### src/rtl/proc_datapath_if.sv
// Control-word and observation bundle between the instruction controller and proc_datapath.
// Latency: none of its own. Every signal is a plain wire.
// Backpressure: none. The controller drives a new control word every cycle.
//
// master (controller side): drives D_addr, D_wr, RF_s, RF_W_addr, RF_W_en,
//                           RF_Ra_addr, RF_Rb_addr, ALU_s0; observes results.
// slave  (datapath side)  : consumes the control word; drives ALU_Q, Ra_data,
//                           Rb_data, Mem_Q, zero.
interface proc_datapath_if #(
  parameter int DATA_W = 16,
  parameter int RF_AW  = 4,
  parameter int DM_AW  = 8
);
  // control word
  logic [DM_AW-1:0]  D_addr;
  logic              D_wr;
  logic              RF_s;
  logic [RF_AW-1:0]  RF_W_addr;
  logic              RF_W_en;
  logic [RF_AW-1:0]  RF_Ra_addr;
  logic [RF_AW-1:0]  RF_Rb_addr;
  logic [2:0]        ALU_s0;
  // observation
  logic [DATA_W-1:0] ALU_Q;
  logic [DATA_W-1:0] Ra_data;
  logic [DATA_W-1:0] Rb_data;
  logic [DATA_W-1:0] Mem_Q;
  logic              zero;

  modport master (
    output D_addr, D_wr, RF_s, RF_W_addr, RF_W_en, RF_Ra_addr, RF_Rb_addr, ALU_s0,
    input  ALU_Q, Ra_data, Rb_data, Mem_Q, zero
  );

  modport slave (
    input  D_addr, D_wr, RF_s, RF_W_addr, RF_W_en, RF_Ra_addr, RF_Rb_addr, ALU_s0,
    output ALU_Q, Ra_data, Rb_data, Mem_Q, zero
  );
endinterface

### src/rtl/proc_datapath.sv
// Processor datapath: 16x16 register file, 256x16 data memory, RF write mux, 16-bit ALU.
// Latency: RF reads and the ALU are combinational. Mem_Q lags D_addr by one clock. Writes land on posedge.
// Backpressure: none. The controller's control word is obeyed every cycle.
//
// Ports:
//   clk   - system clock, all state updates on posedge
//   reset - asynchronous active-high; clears the RF and Mem_Q but not the memory array
//   dp    - proc_datapath_if.slave: control word in, ALU_Q/Ra_data/Rb_data/Mem_Q/zero out
module proc_datapath #(
  parameter int DATA_W = 16,
  parameter int RF_AW  = 4,
  parameter int DM_AW  = 8
) (
  input  logic             clk,
  input  logic             reset,
  proc_datapath_if.slave   dp
);

  localparam int RF_N = 1 << RF_AW;
  localparam int DM_N = 1 << DM_AW;

  // ALU operation codes
  localparam logic [2:0] ALU_PASS = 3'd0;
  localparam logic [2:0] ALU_ADD  = 3'd1;
  localparam logic [2:0] ALU_SUB  = 3'd2;
  localparam logic [2:0] ALU_AND  = 3'd3;
  localparam logic [2:0] ALU_OR   = 3'd4;
  localparam logic [2:0] ALU_XOR  = 3'd5;
  localparam logic [2:0] ALU_NOT  = 3'd6;
  localparam logic [2:0] ALU_INC  = 3'd7;

  logic [DATA_W-1:0] r_rf  [RF_N];
  logic [DATA_W-1:0] r_mem [DM_N];
  logic [DATA_W-1:0] r_mem_q;

  logic [DATA_W-1:0] w_ra;
  logic [DATA_W-1:0] w_rb;
  logic [DATA_W-1:0] w_alu;
  logic [DATA_W-1:0] w_wdata;

  // Combinational read ports with no write bypass. A register being written
  // shows its old value until the edge.
  assign w_ra = r_rf[dp.RF_Ra_addr];
  assign w_rb = r_rf[dp.RF_Rb_addr];

  // All arithmetic wraps mod 2^DATA_W. There is no carry out.
  always_comb begin
    w_alu = '0;
    case (dp.ALU_s0)
      ALU_PASS: w_alu = w_ra;
      ALU_ADD:  w_alu = w_ra + w_rb;
      ALU_SUB:  w_alu = w_ra - w_rb;
      ALU_AND:  w_alu = w_ra & w_rb;
      ALU_OR:   w_alu = w_ra | w_rb;
      ALU_XOR:  w_alu = w_ra ^ w_rb;
      ALU_NOT:  w_alu = ~w_ra;
      ALU_INC:  w_alu = w_ra + DATA_W'(1);
      default:  w_alu = '0;
    endcase
  end

  // The LOAD path writes back the registered memory word, so the controller
  // holds D_addr for two cycles and raises RF_s/RF_W_en in the second one.
  assign w_wdata = dp.RF_s ? r_mem_q : w_alu;

  always_ff @(posedge clk or posedge reset) begin
    if (reset) begin
      for (int i = 0; i < RF_N; i++) begin
        r_rf[i] <= '0;
      end
    end else if (dp.RF_W_en) begin
      r_rf[dp.RF_W_addr] <= w_wdata;
    end
  end

  // Registered read. Same-address read and write in one cycle is read-first.
  always_ff @(posedge clk or posedge reset) begin
    if (reset) begin
      r_mem_q <= '0;
    end else begin
      r_mem_q <= r_mem[dp.D_addr];
    end
  end

  // The array keeps its contents through reset. A write is suppressed only
  // while reset is high at the edge.
  always_ff @(posedge clk) begin
    if (!reset && dp.D_wr) begin
      r_mem[dp.D_addr] <= w_ra;
    end
  end

  assign dp.ALU_Q   = w_alu;
  assign dp.Ra_data = w_ra;
  assign dp.Rb_data = w_rb;
  assign dp.Mem_Q   = r_mem_q;
  assign dp.zero    = (w_alu == '0);

endmodule

### src/flat_wrapper.sv
// flat-port wrapper written by rule: the top's interface ports become plain ports
module proc_datapath_flat 
#(
  parameter int DATA_W = 16,
  parameter int RF_AW  = 4,
  parameter int DM_AW  = 8
)
  (clk, reset, dp_D_addr, dp_D_wr, dp_RF_s, dp_RF_W_addr, dp_RF_W_en, dp_RF_Ra_addr, dp_RF_Rb_addr, dp_ALU_s0, dp_ALU_Q, dp_Ra_data, dp_Rb_data, dp_Mem_Q, dp_zero);
  proc_datapath_if #(.DATA_W(DATA_W), .RF_AW(RF_AW), .DM_AW(DM_AW)) dp_i ();
  input  logic clk;
  input  logic reset;
  input wire logic [$bits(dp_i.D_addr)-1:0] dp_D_addr;
  input wire logic [$bits(dp_i.D_wr)-1:0] dp_D_wr;
  input wire logic [$bits(dp_i.RF_s)-1:0] dp_RF_s;
  input wire logic [$bits(dp_i.RF_W_addr)-1:0] dp_RF_W_addr;
  input wire logic [$bits(dp_i.RF_W_en)-1:0] dp_RF_W_en;
  input wire logic [$bits(dp_i.RF_Ra_addr)-1:0] dp_RF_Ra_addr;
  input wire logic [$bits(dp_i.RF_Rb_addr)-1:0] dp_RF_Rb_addr;
  input wire logic [$bits(dp_i.ALU_s0)-1:0] dp_ALU_s0;
  output wire logic [$bits(dp_i.ALU_Q)-1:0] dp_ALU_Q;
  output wire logic [$bits(dp_i.Ra_data)-1:0] dp_Ra_data;
  output wire logic [$bits(dp_i.Rb_data)-1:0] dp_Rb_data;
  output wire logic [$bits(dp_i.Mem_Q)-1:0] dp_Mem_Q;
  output wire logic [$bits(dp_i.zero)-1:0] dp_zero;
  assign dp_i.D_addr = dp_D_addr;
  assign dp_i.D_wr = dp_D_wr;
  assign dp_i.RF_s = dp_RF_s;
  assign dp_i.RF_W_addr = dp_RF_W_addr;
  assign dp_i.RF_W_en = dp_RF_W_en;
  assign dp_i.RF_Ra_addr = dp_RF_Ra_addr;
  assign dp_i.RF_Rb_addr = dp_RF_Rb_addr;
  assign dp_i.ALU_s0 = dp_ALU_s0;
  assign dp_ALU_Q = dp_i.ALU_Q;
  assign dp_Ra_data = dp_i.Ra_data;
  assign dp_Rb_data = dp_i.Rb_data;
  assign dp_Mem_Q = dp_i.Mem_Q;
  assign dp_zero = dp_i.zero;
  proc_datapath #(.DATA_W(DATA_W), .RF_AW(RF_AW), .DM_AW(DM_AW)) u_core (.clk(clk), .reset(reset), .dp(dp_i));
endmodule
### config.mk
export PLATFORM = sky130hd
export DESIGN_NAME = proc_datapath_flat
export DESIGN_NICKNAME = d
export VERILOG_FILES = /design/src/rtl/proc_datapath_if.sv /design/src/rtl/proc_datapath.sv /design/src/flat_wrapper.sv
export SDC_FILE = /design/constraint.sdc
export NUM_CORES = 2
export LEC_CHECK = 0
export ABC_CLOCK_PERIOD_IN_PS = 25700
export CORE_MARGIN = 3
export CORE_UTILIZATION = 53
export CTS_CLUSTER_SIZE = 20
export DETAILED_ROUTE_END_ITERATION = 7
export GPL_ROUTABILITY_DRIVEN = 0
export PLACE_DENSITY = 0.69
export SLEW_MARGIN = 5
export SYNTH_ARGS = -nofsm -noshare
export SYNTH_HDL_FRONTEND = slang
export SYNTH_SLANG_ARGS = --single-unit
### constraint.sdc
create_clock -name clk -period 25.7 [get_ports clk]
set_input_delay 2.57 -clock clk [delete_from_list [all_inputs] [get_ports clk]]
set_output_delay 2.57 -clock clk [all_outputs]
set_load 0.01 [all_outputs]
==> flow_summary_export.csv <==
group,metric,value,unit
clocking,holdBufCountCts,0,
sta,hold_ws,499.4,ps
global_routing,grt_use_total,0.2737,
yosys,ys_warn_count,0,
finish,regArea,129800,um^2
drt,wire_per_inst,35.22,um
sta,skew,57.21,ps
yosys,syn_inst,7788,
clocking,cts_tree,"yes",
global_routing,antenna_found_initial,24,
global_routing,grt_pass1_wl,646200,um
floorplan,core-area,322400,um^2
global_routing,grt_pass1_vias,85510,
placement,hpwl,263400,um
clocking,path_clk_slew,60,ps
critical_path,start_kind,"primary input",
sta,setup_ws,13330,ps
critical_path,cp.required,23130,ps
job,drv_cap,0,
power,ir_drop,0.08424,mV
finish,nets,8277,
floorplan,start_util,0.5350,
clocking,cts_inserted_buffers,433,
yosys,ys.flop_type,"edfxtp_1",
yosys,ys_types,71,
clocking,clockBufferDepth,4,
drt,viasPerCell,6.660,
sta,tns,0,ps
finish,fillers,21881,
critical_path,critPathKind,"primary input to output port",
drt,ant_nets,0,
worst_hold_path,hold_class,"flip-flop to flip-flop",
sta,fmax,80.85,MHz
drt,route.detailed.drc,0,
outcome,status,"finished, final reports clean",
placement,place_area,180400,um^2
global_routing,grt-ovfl-total,0,
drt,drt_pass1_iterations,6,
sta,worstMarginPinSlew,1350,ps
yosys,synth-edff-count,4096,
clocking,post_cts.repair.setup_buffers,0,
placement,pre_cts_ws,13450,ps
yosys,yosysSeqAreaShare,0.7524,
critical_path,cp_max_fo,36,
power,p_per_area,87.88,nW/um^2
clocking,cts.htree.levels,5,
clocking,clock_latency,980,ps
critical_path,worst_setup_path_end_kind,"output port",
drt,drt_first_iter_violations,11910,
power,p_leak,62.54,nW
sta,rsz0062_at_grt,"no",
clocking,tritoncts_num_sinks,4368,
clocking,post_cts_resized,0,
floorplan,die_height,576.5,um
global_routing,grt_max_degree,209,
floorplan,die_w,576.5,um
sta,period_share,0.4813,
drt,drt-total-wl,453400,um
finish,drive_gt1_frac,0.3138,
yosys,synthesis.area,172500,um^2
finish,areaGrowthSynthToFinish,12.73,%
yosys,synthArstFlopShare,0.06227,
critical_path,cp_data_arrival_time,9800,ps
sta,finalHoldViolations,0,
yosys,ys_ff_latch,4368,
floorplan,pin_count,93,
floorplan,dieArea,332400,um^2
finish,final_util,0.6031,
placement,port_buffers,92,
finish,stdcell_area,194500,um^2
yosys,syn-num-nets,7865,
yosys,synth.avg_cell_area,22.15,um^2
floorplan,core.rowCount,208,
clocking,clockRootBuffer,"clkbuf_16",
sta,drv_slew,0,
sta,relSlewSlack,0.09902,
drt,vias,85720,
sta,finalSetupViolCount,0,
sta,fin_crit,12370,ps
finish,multiInputGateArea,41190,um^2
cells in the mapped netlist (35+ instances only):
library cell	count	area share
a21oi_1	59	0.0017
buf_1	127	0.0028
buf_2	44	0.0013
clkbuf_1	293	0.0064
dfrtp_1	272	0.039
edfxtp_1	4096	0.71
ha_1	48	0.0035
inv_1	50	0.0011
mux2i_1	38	0.0022
mux4_2	1441	0.19
nand2_1	353	0.0077
nor2_1	326	0.0071
nor2b_1	35	0.0013
o21ai_0	291	0.0084
power by group:
group	total, mW	internal [mW]	switching, mW	leakage [nW]
clock	6.25	3.58	2.67	6.86
combinational	2.08	0.589	1.49	14.8
sequential	8.76	8.63	0.132	40.9
final timing paths:
path	from	end	slack (ps)	depth (start not counted)
worst max-delay path	dp_RF_Rb_addr[0]	dp_zero	13330	20
worst min-delay path	u_core.r_rf[73]	u_core.r_rf[73]	500	2
worst max register to register	u_core.r_rf[163]	u_core.r_rf[125]	19660	17
max in group asynchronous	reset	u_core.r_rf[2]	20950	4
min in group asynchronous	reset	u_core.dp.Mem_Q[3]	2660	2
worst min register to register	u_core.r_rf[73]	u_core.r_rf[73]	500	2
cells in the final DEF, fill, tap and decap left out, types with 12 or more instances in the layout:
| master | count |
|---|---|
| edfxtp_1 | 4096 |
| mux4_2 | 1425 |
| clkbuf_16 | 441 |
| buf_4 | 348 |
| nand2_1 | 332 |
| o21ai_0 | 291 |
| dfrtp_1 | 272 |
| nor2_2 | 187 |
| nor2_1 | 138 |
| clkinv_1 | 95 |
| clkbuf_1 | 84 |
| clkdlybuf4s50_1 | 82 |
| clkinv_2 | 79 |
| a21oi_1 | 59 |
| inv_1 | 49 |
| ha_1 | 48 |
| bufinv_16 | 39 |
| mux2i_1 | 37 |
| nor2b_1 | 31 |
| nand3_1 | 26 |
| nand2_2 | 22 |
| xnor2_1 | 18 |
| mux4_4 | 16 |
| o22ai_1 | 16 |
| mux2_2 | 16 |
| mux4_1 | 16 |
| clkbuf_8 | 16 |
| a22oi_1 | 15 |
| buf_12 | 15 |
| nand2b_1 | 14 |
| a221oi_1 | 13 |
| nor3_1 | 12 |
| clkinvlp_4 | 12 |
kinds of logic after synthesis:
family          Yosys count  synth area share
mux                    1511            0.1938
compound gates          491           0.01686
simple gates            822           0.01989
fa+ha+maj                49          0.003597
xor+xnor                 21          0.001066
buf+inv                 526           0.01235
flops                  4368            0.7524
state kept, by name (all words and copies together), names as in the netlist:
signal / cells
u_core.r_mem: 4096
u_core.r_rf: 256
u_core.dp.Mem_Q: 16
stage by stage:
step | total power, mW | std cells
2_1_floorplan | 10.07 | 7788
3_3_place_gp | 10.86 | 12069
3_5_place_dp | 10.97 | 12069
4_1_cts | 17.16 | 12863
5_1_grt | 17.60 | 12865
6_report | 17.09 | 12871
final cells by class:
class,instances,share of cell area
tap,4305,0.02770
clock buffer,541,0.05950
antenna,7,0.00009007
multi-input combinational,2894,0.2118
sequential,4368,0.6675
clock inverter,253,0.01266
timing repair buffer,452,0.01976
inverter,51,0.001023
metal layers:
layer,vias up,part of all wire,GRT usage
li1,33652,-,-
met1,46167,0.38,0.3884
met2,5111,0.48,0.4261
met3,778,0.11,0.05891
met4,12,0.040,0.09939
met5,-,0.00017,0
critical path: stages:
cell	delay, ps
buf_4	490
buf_4	660
mux4_1	670
a22o_1	260
a221oi_2	420
nand4_1	410
nor3_1	540
a31oi_1	190
xnor2_1	170
nor2_1	70
ha_1	360
or2_2	310
a21oi_1	150
a21oi_1	90
a31oi_1	280
xor2_1	210
o22ai_1	210
or4b_2	760
nor3_1	270
clkdlybuf4s50_1	620
(Power assumes the default switching activity.)
